File: src/rtl/dadda_mac_acc.sv
// ---------------------------------------------------------------------------
// dadda_mac_acc
//   MAC back end for the 8x8 Dadda multiplier array. It merges the array's
//   high half (weight 2^8) and 11-bit low half (weight 2^0, carries the
//   overlap) into a registered 16-bit product. It then accumulates the
//   products of one frame, which ends at a beat with in_last. The frame sum
//   is presented on a valid/ready handshake.
//
//   Pipeline: stage 1 merges (p_q/v_q/l_q), stage 2 accumulates.
//   A last beat accepted in cycle N gives out_valid in cycle N+2.
//
//   Build option:
//     MAC_ACC_SAT_EN  defined   -> accumulator saturates at 2^ACC_W-1
//                     undefined -> accumulator wraps modulo 2^ACC_W
//   In both builds out_ovf is a sticky flag for the frame.
//
// Ports:
//   clk, rst_n            clock (rising edge), async active-low reset
//   in_valid/in_ready     input beat handshake
//   in_hi[7:0]            high partial product
//   in_lo[10:0]           low partial product
//   in_last               beat closes the frame
//   clr                   synchronous frame abort (ignored while in DONE)
//   out_valid/out_ready   result handshake
//   out_acc[ACC_W-1:0]    frame sum
//   out_cnt[CNT_W-1:0]    beats in frame (saturating)
//   out_ovf               accumulator overflowed during the frame
// ---------------------------------------------------------------------------
module dadda_mac_acc #(
   parameter int ACC_W = 24,
   parameter int CNT_W = 8
) (
   input  logic             clk,
   input  logic             rst_n,
   input  logic             in_valid,
   output logic             in_ready,
   input  logic [7:0]       in_hi,
   input  logic [10:0]      in_lo,
   input  logic             in_last,
   input  logic             clr,
   output logic             out_valid,
   input  logic             out_ready,
   output logic [ACC_W-1:0] out_acc,
   output logic [CNT_W-1:0] out_cnt,
   output logic             out_ovf
);

   typedef enum logic [1:0] {IDLE, ACCUM, DONE} state_t;

   state_t           state;
   logic [15:0]      p_q;
   logic             v_q;
   logic             l_q;
   logic             last_pend;   // last beat taken, waiting for the result handshake
   logic [ACC_W-1:0] acc;
   logic [CNT_W-1:0] cnt;
   logic             ovf;

   logic             accept;
   logic [15:0]      merged;
   logic [ACC_W:0]   sum;

   // Merge wraps at 16 bits. A correctly paired hi/lo never exceeds 65025.
   assign merged = {in_hi, 8'b0} + {5'b0, in_lo};

   // The extra MSB of sum is the carry out of the accumulator.
   assign sum = {1'b0, acc} + {{(ACC_W-15){1'b0}}, p_q};

   // rst_n is gated in so that in_ready stays low while reset is held. The
   // state register alone would read IDLE during reset and raise in_ready.
   assign in_ready = rst_n & (state != DONE) & ~last_pend;
   assign accept   = in_valid & in_ready;

   assign out_valid = (state == DONE);
   assign out_acc   = acc;
   assign out_cnt   = cnt;
   assign out_ovf   = ovf;

   always_ff @(posedge clk or negedge rst_n) begin
      if (!rst_n) begin
         state     <= IDLE;
         p_q       <= '0;
         v_q       <= 1'b0;
         l_q       <= 1'b0;
         last_pend <= 1'b0;
         acc       <= '0;
         cnt       <= '0;
         ovf       <= 1'b0;
      end else if (state == DONE) begin
         // Result is held until it is taken. clr has no effect here.
         v_q <= 1'b0;
         if (out_ready) begin
            acc       <= '0;
            cnt       <= '0;
            ovf       <= 1'b0;
            last_pend <= 1'b0;
            state     <= IDLE;
         end
      end else if (clr) begin
         // Abort: flush stage 1, drop any beat offered this cycle, clear the sum.
         v_q       <= 1'b0;
         l_q       <= 1'b0;
         last_pend <= 1'b0;
         acc       <= '0;
         cnt       <= '0;
         ovf       <= 1'b0;
         state     <= IDLE;
      end else begin
         // Stage 1: merge
         v_q <= accept;
         if (accept) begin
            p_q <= merged;
            l_q <= in_last;
            if (in_last)
               last_pend <= 1'b1;
            if (state == IDLE)
               state <= ACCUM;
         end
         // Stage 2: accumulate
         if (v_q) begin
`ifdef MAC_ACC_SAT_EN
            acc <= sum[ACC_W] ? {ACC_W{1'b1}} : sum[ACC_W-1:0];
`else
            acc <= sum[ACC_W-1:0];
`endif
            if (sum[ACC_W])
               ovf <= 1'b1;
            if (cnt != {CNT_W{1'b1}})
               cnt <= cnt + 1'b1;
            // The last beat of a frame blocks new accepts, so this cannot
            // collide with the IDLE->ACCUM move above.
            if (l_q)
               state <= DONE;
         end
      end
   end

endmodule

File: config.mk
export PLATFORM = sky130hd
export DESIGN_NAME = dadda_mac_acc
export DESIGN_NICKNAME = d
export VERILOG_FILES = /design/src/rtl/dadda_mac_acc.sv
export SDC_FILE = /design/constraint.sdc
export NUM_CORES = 1
export LEC_CHECK = 0
export ABC_AREA = 1
export BUFFER_PORTS_ARGS = -buffer_cell sky130_fd_sc_hd__buf_2
export CORE_MARGIN = 2
export CORE_UTILIZATION = 40
export DETAILED_ROUTE_END_ITERATION = 6
export PLACE_DENSITY_LB_ADDON = 0.1
export REMOVE_ABC_BUFFERS = 1
export SETUP_SLACK_MARGIN = 0.02
export SYNTH_ARGS = -nofsm -noshare
export SYNTH_HDL_FRONTEND = slang
export SYNTH_SLANG_ARGS = --single-unit
File: constraint.sdc
create_clock -name clk -period 2.3 [get_ports clk]
set_input_delay 0.575 -clock clk [delete_from_list [all_inputs] [get_ports clk]]
set_output_delay 0.575 -clock clk [all_outputs]
set_load 0.03 [all_outputs]
==> reports/qor_table.md, run 1 <==
| Group | Metric | Value |
|:---|:---|:---|
| floorplanning | Floorplan die area | 9730 um2 |
| floorplanning | Die width | 98.7 um |
| yosys | Total standard cell area after synthesis | 3580 um2 |
| finish | Ant. Diodes | 0 |
| route | Final routed DRC violation total | 0 |
| placement | Placer Congestion | 0.858 |
| critical path | Worst reg2reg path depth | 12 |
| yosys | Cell taking the most area after synthesis | sky130_fd_sc_hd__dfrtp_1 |
| yosys | Leading cell types by count after synthesis | 172 x sky130_fd_sc_hd__nand2_1, 54 x sky130_fd_sc_hd__dfrtp_1, 51 x sky130_fd_sc_hd__inv_1 |
| clocking | Depth of the CTS H-tree | 2 |
| grt | Overall overflow remaining after global route | 0 |
| timing | Max-Slew Margin vs Limit | 54.2% |
| grt | Via count of the first global-routing pass | 3,127 |
| critical path | Nature of the critical path endpoint | flip-flop |
| route | Routed via count divided by cell count | 4.94 |
| timing | Transition at the pin with the smallest max-transition slack | 687 ps |
| floorplanning | Initial standard-cell utilization of the core | 41.1% |
| timing | Total negative slack | 0 ps |
| power and ir drop | Areal power density over the cells | 569 nW/um2 |
| critical path | Worst setup SP type | flip-flop |
| clocking | Hold Buf Count CTS | 0 |
| yosys | Count of different cell masters after synthesis | 37 |
| route | Count of vias placed by the detailed router | 3,273 |
| route | Drt first pass iters | 4 |
| timing | Final worst path period share | 87.7% |
| finish | Area growth from synthesis to layout | 13.9% |
| critical path | Data required time of the critical path | 2500 ps |
| clocking | Clock Root Buffer | sky130_fd_sc_hd__clkbuf_8 |
| yosys | Number of storage elements in the synthesis netlist | 54 |
| route | Post-detailed-route wirelength per cell | 12.7 um |
| yosys | Post-synthesis area per instance | 7.28 um2 |
| timing | FMAX | 496 MHz |
| yosys | Share of the synthesized area in the top cell type | 37.7% |
| yosys | Sequential share of the synthesized area | 37.7% |
| timing | Final setup skew | 9.92 ps |
| yosys | Most instantiated library cell after synthesis | sky130_fd_sc_hd__nand2_1 |
| route | Number of routed nets with antenna violations | 0 |
| critical path | Critical path class | reg -> reg |
| critical path | Top fanout value on the critical path | 4 |
| power and ir drop | Total leakage power | 2.26 nW |
| finish | FILL cells | 888 |
| status | Result of the run | completed |
| timing | Time the final worst path needs with I/O delays and setup | 2020 ps |
| grt | Global-route total usage across every layer | 17.9% |
| placement | Port Buf Inserts | 59 |
| clocking | Maximum count of clock buffers along a single path | 2 |
| yosys | Mapped Cells | 492 |
| timing | Setup-violating endpoint count in the final report | 0 |
| yosys | Count of flip-flops with a built-in enable after synthesis | 0 |
| yosys | Fraction of registers with async set/reset | 100% |
| yosys | Top_reg_cell synth | sky130_fd_sc_hd__dfrtp_1 |
| timing | Worst Hold Slack | 404 ps |
| timing | Max-slew violation count | 0 |
| flow run | Number of max-cap violations | 0 |
| grt | Number of antenna violations at the first check in global routing | 0 |
| timing | Final Hold Vio Count | 0 |
| floorplanning | # rows | 34 |
| yosys | Number of warning messages in the yosys log | 0 |
| grt | Largest net degree at the start of global routing | 55 |
| clocking | TritonCTS buffer count | 5 |
| clocking | Setup repair bufs after CTS | 0 |
| min path | Class of the tightest hold or removal check | in -> async |
| clocking | Number of sinks driven by the clock tree | 54 |
| clocking | Clock edge transition at the registers on the reported setup and hold paths | 100 ps |
| clocking | TritonCTS clock tree | yes |
| timing | RSZ-0062 raised after global routing | no |
| power and ir drop | Maximum resistive drop on vdd | 265 uV |
| critical path | Arrival time of data at the critical path endpoint | 2220 ps |
| floorplanning | IO Count | 60 |
| floorplanning | Area inside the core boundary | 8720 um2 |
| floorplanning | Vertical extent of the die | 98.7 um |
| yosys | Synth area leaders | sky130_fd_sc_hd__dfrtp_1 38%, sky130_fd_sc_hd__nand2_1 18%, sky130_fd_sc_hd__ha_1 7.0% |
| clocking | Clock latency on the worst-skew pair | 310 ps |
| finish | Fin nets | 600 |
| route | Final Routed Wirelength | 8410 um |
| grt | Global-route wire length before repair | 14,400 um |
| placement | Estimated wirelength of the detail-placed design | 6620 um |
| finish | Share of layout cells above drive strength 1 | 16.6% |
| route | 1st-iter DRT viols | 148 |
-- cells in the final DEF, fill, tap and decap left out, types with 6 or more instances in the layout --
| master | netlist | routed |
|---|---|---|
| sky130_fd_sc_hd__ha_1 | 20 | 19 |
| sky130_fd_sc_hd__buf_2 | 2 | 59 |
| sky130_fd_sc_hd__dfrtp_1 | 54 | 54 |
| sky130_fd_sc_hd__inv_1 | 51 | 51 |
| sky130_fd_sc_hd__nand3_1 | 37 | 37 |
| sky130_fd_sc_hd__nand2_1 | 172 | 172 |
| sky130_fd_sc_hd__nand4_1 | 6 | 6 |
| sky130_fd_sc_hd__o21ai_0 | 21 | 21 |
| sky130_fd_sc_hd__xor2_1 | 6 | 6 |
| sky130_fd_sc_hd__a21oi_1 | 32 | 32 |
| sky130_fd_sc_hd__nor2_1 | 40 | 40 |
-- worst max-delay path: stages (launching register included) --
cell and delay (ps):
sky130_fd_sc_hd__dfrtp_1 420, sky130_fd_sc_hd__ha_2 220, sky130_fd_sc_hd__fa_1 400, sky130_fd_sc_hd__nand2_1 110
sky130_fd_sc_hd__nand3_1 100, sky130_fd_sc_hd__nand3_1 80, sky130_fd_sc_hd__nand2_1 100, sky130_fd_sc_hd__nand3_1 80
sky130_fd_sc_hd__nand2_1 130, sky130_fd_sc_hd__nand2_1 120, sky130_fd_sc_hd__nand2_1 50, sky130_fd_sc_hd__nand2_1 50
sky130_fd_sc_hd__nor2_1 40
-- report_power, final --
group          internal, mW  total [mW]  switching (mW)
Sequential             1.03        1.09          0.0623
Combinational         0.199       0.591           0.392
Clock                 0.325       0.639           0.313
-- layer usage --
| metal | global-route usage, % | part of all wire, % |
|---|---|---|
| met1 | 25.0 | 49 |
| met5 | 0 | 0 |
| met2 | 29.8 | 46 |
| met3 | 2.62 | 3.9 |
| met4 | 3.90 | 1.1 |
-- registers in the layout, summed over array words and instances, names as in the netlist --
name and flops:
l_q 1, last_pend 1, out_acc 24, out_cnt 8, out_ovf 1, p_q 16
state 2, v_q 1
-- final cells by class --
cell class	instances	area [um2]	area share, %
multi-input cells	375	1960	48.1
repair buffers	62	318	7.78
flip-flops and latches	54	1350	33.1
clock buffers	6	72.6	1.78
inverters	55	206	5.06
clock inverters	2	37.5	0.919
well taps	108	135	3.31
-- logic make-up after synthesis --
kind of cell,after synthesis,synth area share (%)
DFF,54,37.7
buffers and inverters,63,7.61
AOI/OAI and AO/OA,64,9.71
xor gates and xnor gates,7,1.71
and+or+nand+nor,282,35.2
adders and majority gates,22,8.10
-- per-stage QoR --
stage	cells	power, mW	util, %	cell area, um2	setup slack, ps
after floorplan	484	1.52	-	3520	352
after global placement	654	1.71	45.5	3970	298
after detailed placement	654	1.71	45.5	3970	254
after CTS	662	2.36	46.8	4080	237
after global routing	662	2.49	46.8	4080	76.4
final	662	2.32	46.8	4080	282
-- path summary, 6_finish.rpt --
check | slack, ps | startpoint | to
max in group asynchronous | 1420 | rst_n | p_q[7]
worst max-delay path | 280 | out_acc[0] | out_acc[20]
worst max register to register | 280 | out_acc[0] | out_acc[20]
worst min-delay path | 400 | rst_n | out_cnt[0]
min in group clk | 450 | in_lo[4] | p_q[4]
worst min register to register | 490 | p_q[7] | p_q[7]
-- what timing repair did --
action	4_1_cts	5_1_grt
resized for setup	0	1
hold endpoints to repair	0	0
setup endpoints to repair	0	1
Note: power is estimated with default switching activity, not from simulation.
==> run 2, diff against run 1 <==
--- a/config.mk
+++ b/config.mk
@@ -7,6 +7,7 @@
 export LEC_CHECK = 0
 export ABC_AREA = 1
 export BUFFER_PORTS_ARGS = -buffer_cell sky130_fd_sc_hd__buf_2
+export CORE_ASPECT_RATIO = 0.8
 export CORE_MARGIN = 2
 export CORE_UTILIZATION = 40
 export DETAILED_ROUTE_END_ITERATION = 6
==> run 2 against run 1 <==
Critical path type unchanged; maximum frequency decreased by 0.68%; clock skew increased by 0.64 ps; via count increased by 0.24%; global-route usage increased by 1.3 points; non-clock buffer count increased by 3; total power decreased by 4.2%; final cell count increased by 0.91%; routed wire length increased by 5.0%; register-to-register slack about the same; core utilization increased by 0.58 points; first-iteration DRC count increased by 40%.
==> reports/qor_table.md, run 2 (synthesized netlist as in run 1, its figures left out) <==
| Group | Metric | Value | vs previous |
|:---|:---|:---|:---|
| status | Result of the run | completed |  |
| timing | Final Hold Vio Count | 0 | unchanged |
| finish | Number of flip-flops in the largest register | 24 | unchanged |
| clocking | Setup repair bufs after CTS | 0 | unchanged |
| route | Count of vias placed by the detailed router | 3,281 | +0.24% |
| placement | Estimated wirelength of the detail-placed design | 6800 um | +2.7% |
| timing | RSZ-0062 raised after global routing | no |  |
| placement | Placer Congestion | 0.849 | -1.1% |
| route | Metal1 wirelength | 4390 um | +7.3% |
| placement | Cell count after placement | 661 | +1.1% |
| grt | Global-route wire length before repair | 14,500 um | +0.72% |
| clocking | TritonCTS buffer count | 5 | unchanged |
| finish | Final core occ | 47.4% | +0.58 points |
| route | Highest metal layer with signal wires | met4 |  |
| timing | Max-Slew Margin vs Limit | 53.1% | -1.1 points |
| critical path | Critical path class | reg -> reg |  |
| critical path | CP delay by family, top | simple AND/OR/NAND/NOR gates |  |
| route | Drt first pass iters | 5 | +1 |
| min path | Class of the tightest hold or removal check | in -> async |  |
| power and ir drop | Maximum resistive drop on vdd | 226 uV | -15% |
| floorplanning | IO Count | 60 | unchanged |
| finish | Area growth from synthesis to layout | 13.7% |  |
| flow run | Number of max-cap violations | 0 | unchanged |
| route | Met3 WL post-DR | 574 um | +77% |
| route | Post-detailed-route wirelength per cell | 13.2 um | +4.1% |
| timing | Worst Hold Slack | 425 ps | +20.7 ps |
| finish | Non-filler instance count after layout | 668 | +0.91% |
| clocking | Maximum count of clock buffers along a single path | 2 | unchanged |
| route | Final Routed Wirelength | 8830 um | +5.0% |
| critical path | Arrival time of data at the critical path endpoint | 2250 ps | +30 ps |
| timing | Setup-violating endpoint count in the final report | 0 | unchanged |
| critical path | Worst R2R Start | out_acc[0] |  |
| clocking | TritonCTS clock tree | yes |  |
| power and ir drop | Total leakage power | 2.27 nW | +0.19% |
| grt | Number of antenna violations at the first check in global routing | 0 | unchanged |
| clocking | Post-cts resize count | 0 | unchanged |
| critical path | Worst setup SP type | flip-flop |  |
| route | Final routed DRC violation total | 0 | unchanged |
| placement | Place WS | 260 ps | +5.57 ps |
| timing | Time the final worst path needs with I/O delays and setup | 2030 ps | +13.8 ps |
| finish | Fin nets | 603 | +0.50% |
| timing | Transition at the pin with the smallest max-transition slack | 704 ps | +17.0 ps |
| clocking | Clock latency on the worst-skew pair | 320 ps | about the same |
| route | Number of routed nets with antenna violations | 0 | unchanged |
| timing | Final setup skew | 10.6 ps | +0.644 ps |
| power and ir drop | Areal power density over the cells | 546 nW/um2 | -4.0% |
| timing | Total negative slack | 0 ps | unchanged |
| timing | FMAX | 492 MHz | -0.68% |
| placement | Port Buf Inserts | 59 | unchanged |
| floorplanning | Die width | 110 um | +11% |
| critical path | Data required time of the critical path | 2520 ps | +20 ps |
| grt | Largest net degree at the start of global routing | 55 | unchanged |
| floorplanning | Vertical extent of the die | 88.7 um | -10% |
| grt | Global-route total usage across every layer | 19.2% | +1.3 points |
| floorplanning | # rows | 30 | -12% |
| critical path | CP max-delay cell | sky130_fd_sc_hd__fa_1 |  |
| finish | Most used cells in the layout excluding fill and tap cells | 172 x sky130_fd_sc_hd__nand2_1, 59 x sky130_fd_sc_hd__buf_2, 54 x sky130_fd_sc_hd__dfrtp_1 |  |
| grt | Overall overflow remaining after global route | 0 | unchanged |
| critical path | Most frequent CP cell | sky130_fd_sc_hd__nand2_1 |  |
| clocking | Clock edge transition at the registers on the reported setup and hold paths | 100 ps | about the same |
| critical path | First element of the critical path | out_acc[0] |  |
| finish | Leading cell type in the layout, fill and taps excluded | sky130_fd_sc_hd__nand2_1 |  |
| clocking | Number of sinks driven by the clock tree | 54 | unchanged |
| floorplanning | Floorplan die area | 9740 um2 | about the same |
| critical path | CP max stage delay | 430 ps | about the same |
| critical path | Nature of the critical path endpoint | flip-flop |  |
| critical path | Top fanout value on the critical path | 4 | unchanged |
| grt | Via count of the first global-routing pass | 3,006 | -3.9% |
| finish | Ant. Diodes | 0 | unchanged |
| timing | Final worst path period share | 88.3% | +0.60 points |
| critical path | Cell-by-cell trace of the critical path | ha_1 -> fa_1 -> nand2_1 -> nand3_1 -> nand3_1 -> nand2_1 -> nand3_1 -> nand2_1 -> nand2_1 -> nand2_1 -> nand2_1 -> nor2_1 |  |
| timing | Max-slew violation count | 0 | unchanged |
| floorplanning | Initial standard-cell utilization of the core | 41.7% | +0.60 points |
| route | Amount of wire on met2 after detailed routing | 3750 um | -4.0% |
| route | Routed via count divided by cell count | 4.91 | -0.66% |
| clocking | Depth of the CTS H-tree | 2 | unchanged |
| route | 1st-iter DRT viols | 207 | +40% |
| floorplanning | Area inside the core boundary | 8600 um2 | -1.4% |
| finish | Share of layout cells above drive strength 1 | 16.5% | -0.060 points |
| clocking | Clock Root Buffer | sky130_fd_sc_hd__clkbuf_8 |  |
| timing | Slack of the critical path | 268 ps | -13.8 ps |
| clocking | Hold Buf Count CTS | 0 | unchanged |
| critical path | Buffers and inverters on the worst path | 0 | unchanged |
[run 2: cell types whose count changed in the layout (fill, tap and decap cells not counted), sizes merged]
cell,previous run,this run
buf,62,65
bufinv,1,0
clkbuf,6,7
clkinvlp,1,0
[run 2: worst reg2reg max path, stage by stage (launching register included)]
cell and delay [ps]:
sky130_fd_sc_hd__dfrtp_1 410, sky130_fd_sc_hd__ha_1 250, sky130_fd_sc_hd__fa_1 430, sky130_fd_sc_hd__nand2_1 110, sky130_fd_sc_hd__nand3_1 90, sky130_fd_sc_hd__nand3_1 100, sky130_fd_sc_hd__nand2_1 110, sky130_fd_sc_hd__nand3_1 90
sky130_fd_sc_hd__nand2_1 110, sky130_fd_sc_hd__nand2_1 100, sky130_fd_sc_hd__nand2_1 50, sky130_fd_sc_hd__nand2_1 50, sky130_fd_sc_hd__nor2_1 40
[run 2: path summary, 6_finish.rpt]
kind	end	slack [ps]	cells after the start
min in group clk	p_q[7]	450	3
max in group asynchronous	out_acc[10]	1410	2
worst max register to register	out_acc[20]	270	12
worst min-delay path	last_pend	420	2
worst min register to register	p_q[0]	500	2
worst max-delay path	out_acc[20]	270	12
[run 2: routing by layer]
| layer | track usage [%] | up-vias |
|---|---|---|
| met1 | 27.4 | 1479 |
| met5 | 0 | - |
| met3 | 3.68 | 10 |
| li1 | - | 1703 |
| met2 | 29.5 | 89 |
| met4 | 5.75 | 0 |
[run 2: power breakdown]
| group | switching [mW] | internal (mW) | total (mW) |
|---|---|---|---|
| Combinational | 0.402 | 0.203 | 0.605 |
| Sequential | 0.0644 | 1.03 | 1.10 |
| Clock | 0.313 | 0.211 | 0.524 |
| Total | 0.780 | 1.45 | 2.23 |
[run 2: area by class of cell]
type / instances / area (um2)
Clock buffer: 7 / 76.3
Sequential cell: 54 / 1350
Multi-Input combinational cell: 375 / 1960
Inverter: 55 / 206
Tap cell: 112 / 140
Timing Repair Buffer: 65 / 340
Fill cell: 897 / 4520
[run 2: metrics by stage]
| step | power (mW) | cell area [um2] |
|---|---|---|
| finish | 2.23 | 4070 |
| global route | 2.38 | 4070 |
| CTS | 2.25 | 4070 |
| detailed placement | 1.72 | 4000 |
| global placement | 1.71 | 4000 |
| floorplan | 1.52 | 3520 |
==> run 3, diff against run 2 <==
--- a/config.mk
+++ b/config.mk
@@ -7,6 +7,8 @@
 export LEC_CHECK = 0
 export ABC_AREA = 1
 export BUFFER_PORTS_ARGS = -buffer_cell sky130_fd_sc_hd__buf_2
+export CELL_PAD_IN_SITES_DETAIL_PLACEMENT = 1
+export CELL_PAD_IN_SITES_GLOBAL_PLACEMENT = 1
 export CORE_ASPECT_RATIO = 0.8
 export CORE_MARGIN = 2
 export CORE_UTILIZATION = 40
==> constraint.sdc (replaced) <==
create_clock -name clk -period 2.3 [get_ports clk]
set_input_delay 0.575 -clock clk [delete_from_list [all_inputs] [get_ports clk]]
set_output_delay 0.575 -clock clk [all_outputs]
set_load 0.05 [all_outputs]
==> run 3 against run 2 <==
Clock power up 27%; via count increased by 5.0%; count of clock-buffer cells in the layout fell by 1; final cell count is 0.15% higher; core utilization grew 0.39 points; cell area increased by 0.83%; die area unchanged; clock skew grew 2.1 ps; critical endpoint unchanged; worst setup slack worse by 9.1 ps.
==> reports/qor_table.md, run 3 (synthesized netlist as in run 1, its figures left out) <==
| Group | Metric | Value | vs previous |
|:---|:---|:---|:---|
| finish | Most used cells in the layout excluding fill and tap cells | 172 x sky130_fd_sc_hd__nand2_1, 59 x sky130_fd_sc_hd__buf_2, 54 x sky130_fd_sc_hd__dfrtp_1 |  |
| critical path | Worst R2R Start | out_acc[0] |  |
| timing | Transition at the pin with the smallest max-transition slack | 723 ps | +19.6 ps |
| route | Metal1 wirelength | 4960 um | +13% |
| power and ir drop | Internal power consumption | 1.56 mW | +8.0% |
| clocking | Depth of the CTS H-tree | 2 | unchanged |
| route | Final Routed Wirelength | 10,100 um | +14% |
| timing | Final Hold Vio Count | 0 | unchanged |
| power and ir drop | Proportion of total power due to net switching | 35.5% | +0.45 points |
| route | Post-detailed-route wirelength per cell | 15.1 um | +14% |
| grt | Global-route total usage across every layer | 21.7% | +2.5 points |
| flow run | Number of max-cap violations | 0 | unchanged |
| placement | Placer Congestion | 0.914 | +7.7% |
| critical path | Worst reg2reg path depth | 12 | unchanged |
| route | Highest metal layer with signal wires | met4 |  |
| clocking | Setup repair bufs after CTS | 0 | unchanged |
| finish | Fin nets | 603 | unchanged |
| power and ir drop | Areal power density over the cells | 590 nW/um2 | +7.9% |
| floorplanning | Floorplan die area | 9740 um2 | unchanged |
| floorplanning | Initial standard-cell utilization of the core | 41.7% | unchanged |
| critical path | Nature of the critical path endpoint | flip-flop |  |
| timing | Max-Slew Margin vs Limit | 51.8% | -1.3 points |
| timing | RSZ-0062 raised after global routing | no |  |
| grt | Global-route wire length before repair | 16,400 um | +13% |
| route | Amount of wire on met2 after detailed routing | 4690 um | +25% |
| finish | FF/Latch Area | 1350 um2 | unchanged |
| grt | Number of antenna violations at the first check in global routing | 0 | unchanged |
| clocking | Number of sinks driven by the clock tree | 54 | unchanged |
| route | Drt first pass iters | 4 | -1 |
| clocking | Hold Buf Count CTS | 0 | unchanged |
| placement | Cell count after placement | 661 | unchanged |
| power and ir drop | Total leakage power | 2.28 nW | +0.58% |
| clocking | Post-cts resize count | 0 | unchanged |
| clocking | Clock edge transition at the registers on the reported setup and hold paths | 110 ps | about the same |
| critical path | Worst setup SP type | flip-flop |  |
| timing | Final worst path period share | 88.7% | +0.40 points |
| critical path | Register-to-register setup slack | 260 ps | about the same |
| power and ir drop | Maximum resistive drop on vdd | 277 uV | +23% |
| finish | Area of the multi-input gates | 1960 um2 | unchanged |
| status | Result of the run | completed |  |
| critical path | Data required time of the critical path | 2520 ps | about the same |
| route | Met3 WL post-DR | 344 um | -40% |
| power and ir drop | Share of total power in combinational logic | 27.3% | about the same |
| timing | Max-slew violation count | 0 | unchanged |
| clocking | Maximum count of clock buffers along a single path | 2 | unchanged |
| floorplanning | IO Count | 60 | unchanged |
| route | 1st-iter DRT viols | 123 | -41% |
| route | Final routed DRC violation total | 0 | unchanged |
| clocking | Clock latency on the worst-skew pair | 320 ps | about the same |
| grt | Largest net degree at the start of global routing | 55 | unchanged |
| placement | Estimated wirelength of the detail-placed design | 7960 um | +17% |
| timing | Final setup skew | 12.6 ps | +2.06 ps |
| power and ir drop | Net Switching | 0.859 mW | +10% |
| grt | Overall overflow remaining after global route | 0 | unchanged |
| route | Number of routed nets with antenna violations | 0 | unchanged |
| critical path | Critical path class | reg -> reg |  |
| clocking | TritonCTS buffer count | 5 | unchanged |
| critical path | Reg2reg end | out_acc[20] |  |
| power and ir drop | Clk pwr share | 27.4% | +3.9 points |
| route | Count of vias placed by the detailed router | 3,445 | +5.0% |
| power and ir drop | Relative contribution of sequential cells to total power | 45.3% | -4.0 points |
| finish | Leading cell type in the layout, fill and taps excluded | sky130_fd_sc_hd__nand2_1 |  |
| critical path | Top fanout value on the critical path | 4 | unchanged |
| timing | Time the final worst path needs with I/O delays and setup | 2040 ps | +9.12 ps |
| grt | Via count of the first global-routing pass | 3,464 | +15% |
| floorplanning | Vertical extent of the die | 88.7 um | unchanged |
| finish | FILL cells | 1,163 | +30% |
| finish | Area growth from synthesis to layout | 14.6% |  |
| timing | FMAX | 490 MHz | -0.45% |
| placement | Port Buf Inserts | 59 | unchanged |
| floorplanning | Area inside the core boundary | 8600 um2 | unchanged |
| timing | Total negative slack | 0 ps | unchanged |
| finish | Non-filler instance count after layout | 669 | +0.15% |
| min path | Class of the tightest hold or removal check | in -> async |  |
| finish | Share of layout cells above drive strength 1 | 16.9% | +0.33 points |
| timing | Setup-violating endpoint count in the final report | 0 | unchanged |
| finish | Number of flip-flops in the largest register | 24 | unchanged |
| finish | Ant. Diodes | 0 | unchanged |
| floorplanning | # rows | 30 | unchanged |
| clocking | Clock Root Buffer | sky130_fd_sc_hd__clkbuf_8 |  |
| clocking | TritonCTS clock tree | yes |  |
| route | Routed via count divided by cell count | 5.15 | +4.8% |
| floorplanning | Die width | 110 um | unchanged |
| critical path | Arrival time of data at the critical path endpoint | 2260 ps | about the same |
run 3: cell types whose count changed in the layout (fill, tap and decap cells not counted), sizes merged:
cell / delta
bufinv: +1
clkbuf: -1
clkinvlp: +1
run 3: layout make-up:
cell class                 instances  share of cell area, %
tap                              112                   3.41
sequential                        54                   32.9
clock buffer                       6                   1.77
timing repair buffer              65                   8.29
multi-input combinational        375                   47.7
inverter                          55                   5.03
clock inverter                     2                  0.914
run 3: worst max-delay path by stage:
stage | slack [ps] | end | cells after the start | from
4_1_cts | 250 | out_acc[20] | 12 | out_acc[0]
3_3_place_gp | 310 | p_q[14] | 10 | in_hi[0]
3_5_place_dp | 250 | p_q[14] | 10 | in_hi[0]
2_1_floorplan | 240 | out_acc[20] | 12 | out_acc[0]
5_1_grt | 80 | out_acc[20] | 12 | out_acc[0]
6_report | 260 | out_acc[20] | 12 | out_acc[0]
run 3: layer usage:
layer / up-vias / GRT usage [%]
met4: 0 / 4.95
met5: - / 0
li1: 1712 / -
met1: 1660 / 29.5
met3: 7 / 3.02
met2: 66 / 36.9
run 3: through the flow:
| step | power (mW) | utilization (%) | hold slack, ps | setup slack (ps) | area, um2 |
|---|---|---|---|---|---|
| 2_1_floorplan | 1.56 | - | 279 | 239 | 3520 |
| 3_3_place_gp | 1.75 | 46.5 | 472 | 311 | 4000 |
| 3_5_place_dp | 1.78 | 46.5 | 477 | 252 | 4000 |
| 4_1_cts | 2.45 | 47.8 | 446 | 248 | 4110 |
| 5_1_grt | 2.58 | 47.8 | 449 | 76.4 | 4110 |
| 6_report | 2.42 | 47.8 | 430 | 259 | 4110 |
run 3: critical path, cell delays in order, from the launching register on:
cell	delay, ps
sky130_fd_sc_hd__dfrtp_1	420
sky130_fd_sc_hd__ha_1	250
sky130_fd_sc_hd__fa_1	420
sky130_fd_sc_hd__nand2_1	110
sky130_fd_sc_hd__nand3_1	90
sky130_fd_sc_hd__nand3_1	80
sky130_fd_sc_hd__nand2_1	120
sky130_fd_sc_hd__nand3_1	100
sky130_fd_sc_hd__nand2_1	100
sky130_fd_sc_hd__nand2_1	100
sky130_fd_sc_hd__nand2_1	50
sky130_fd_sc_hd__nand2_1	60
sky130_fd_sc_hd__nor2_1	40
run 3: power groups by stage:
| stage | logic [mW] | clock network [mW] | registers (mW) |
|---|---|---|---|
| floorplan | 0.380 | 0 | 1.18 |
| global placement | 0.640 | 0 | 1.11 |
| detailed placement | 0.665 | 0 | 1.12 |
| CTS | 0.669 | 0.680 | 1.10 |
| global route | 0.747 | 0.729 | 1.11 |
| finish | 0.660 | 0.665 | 1.10 |
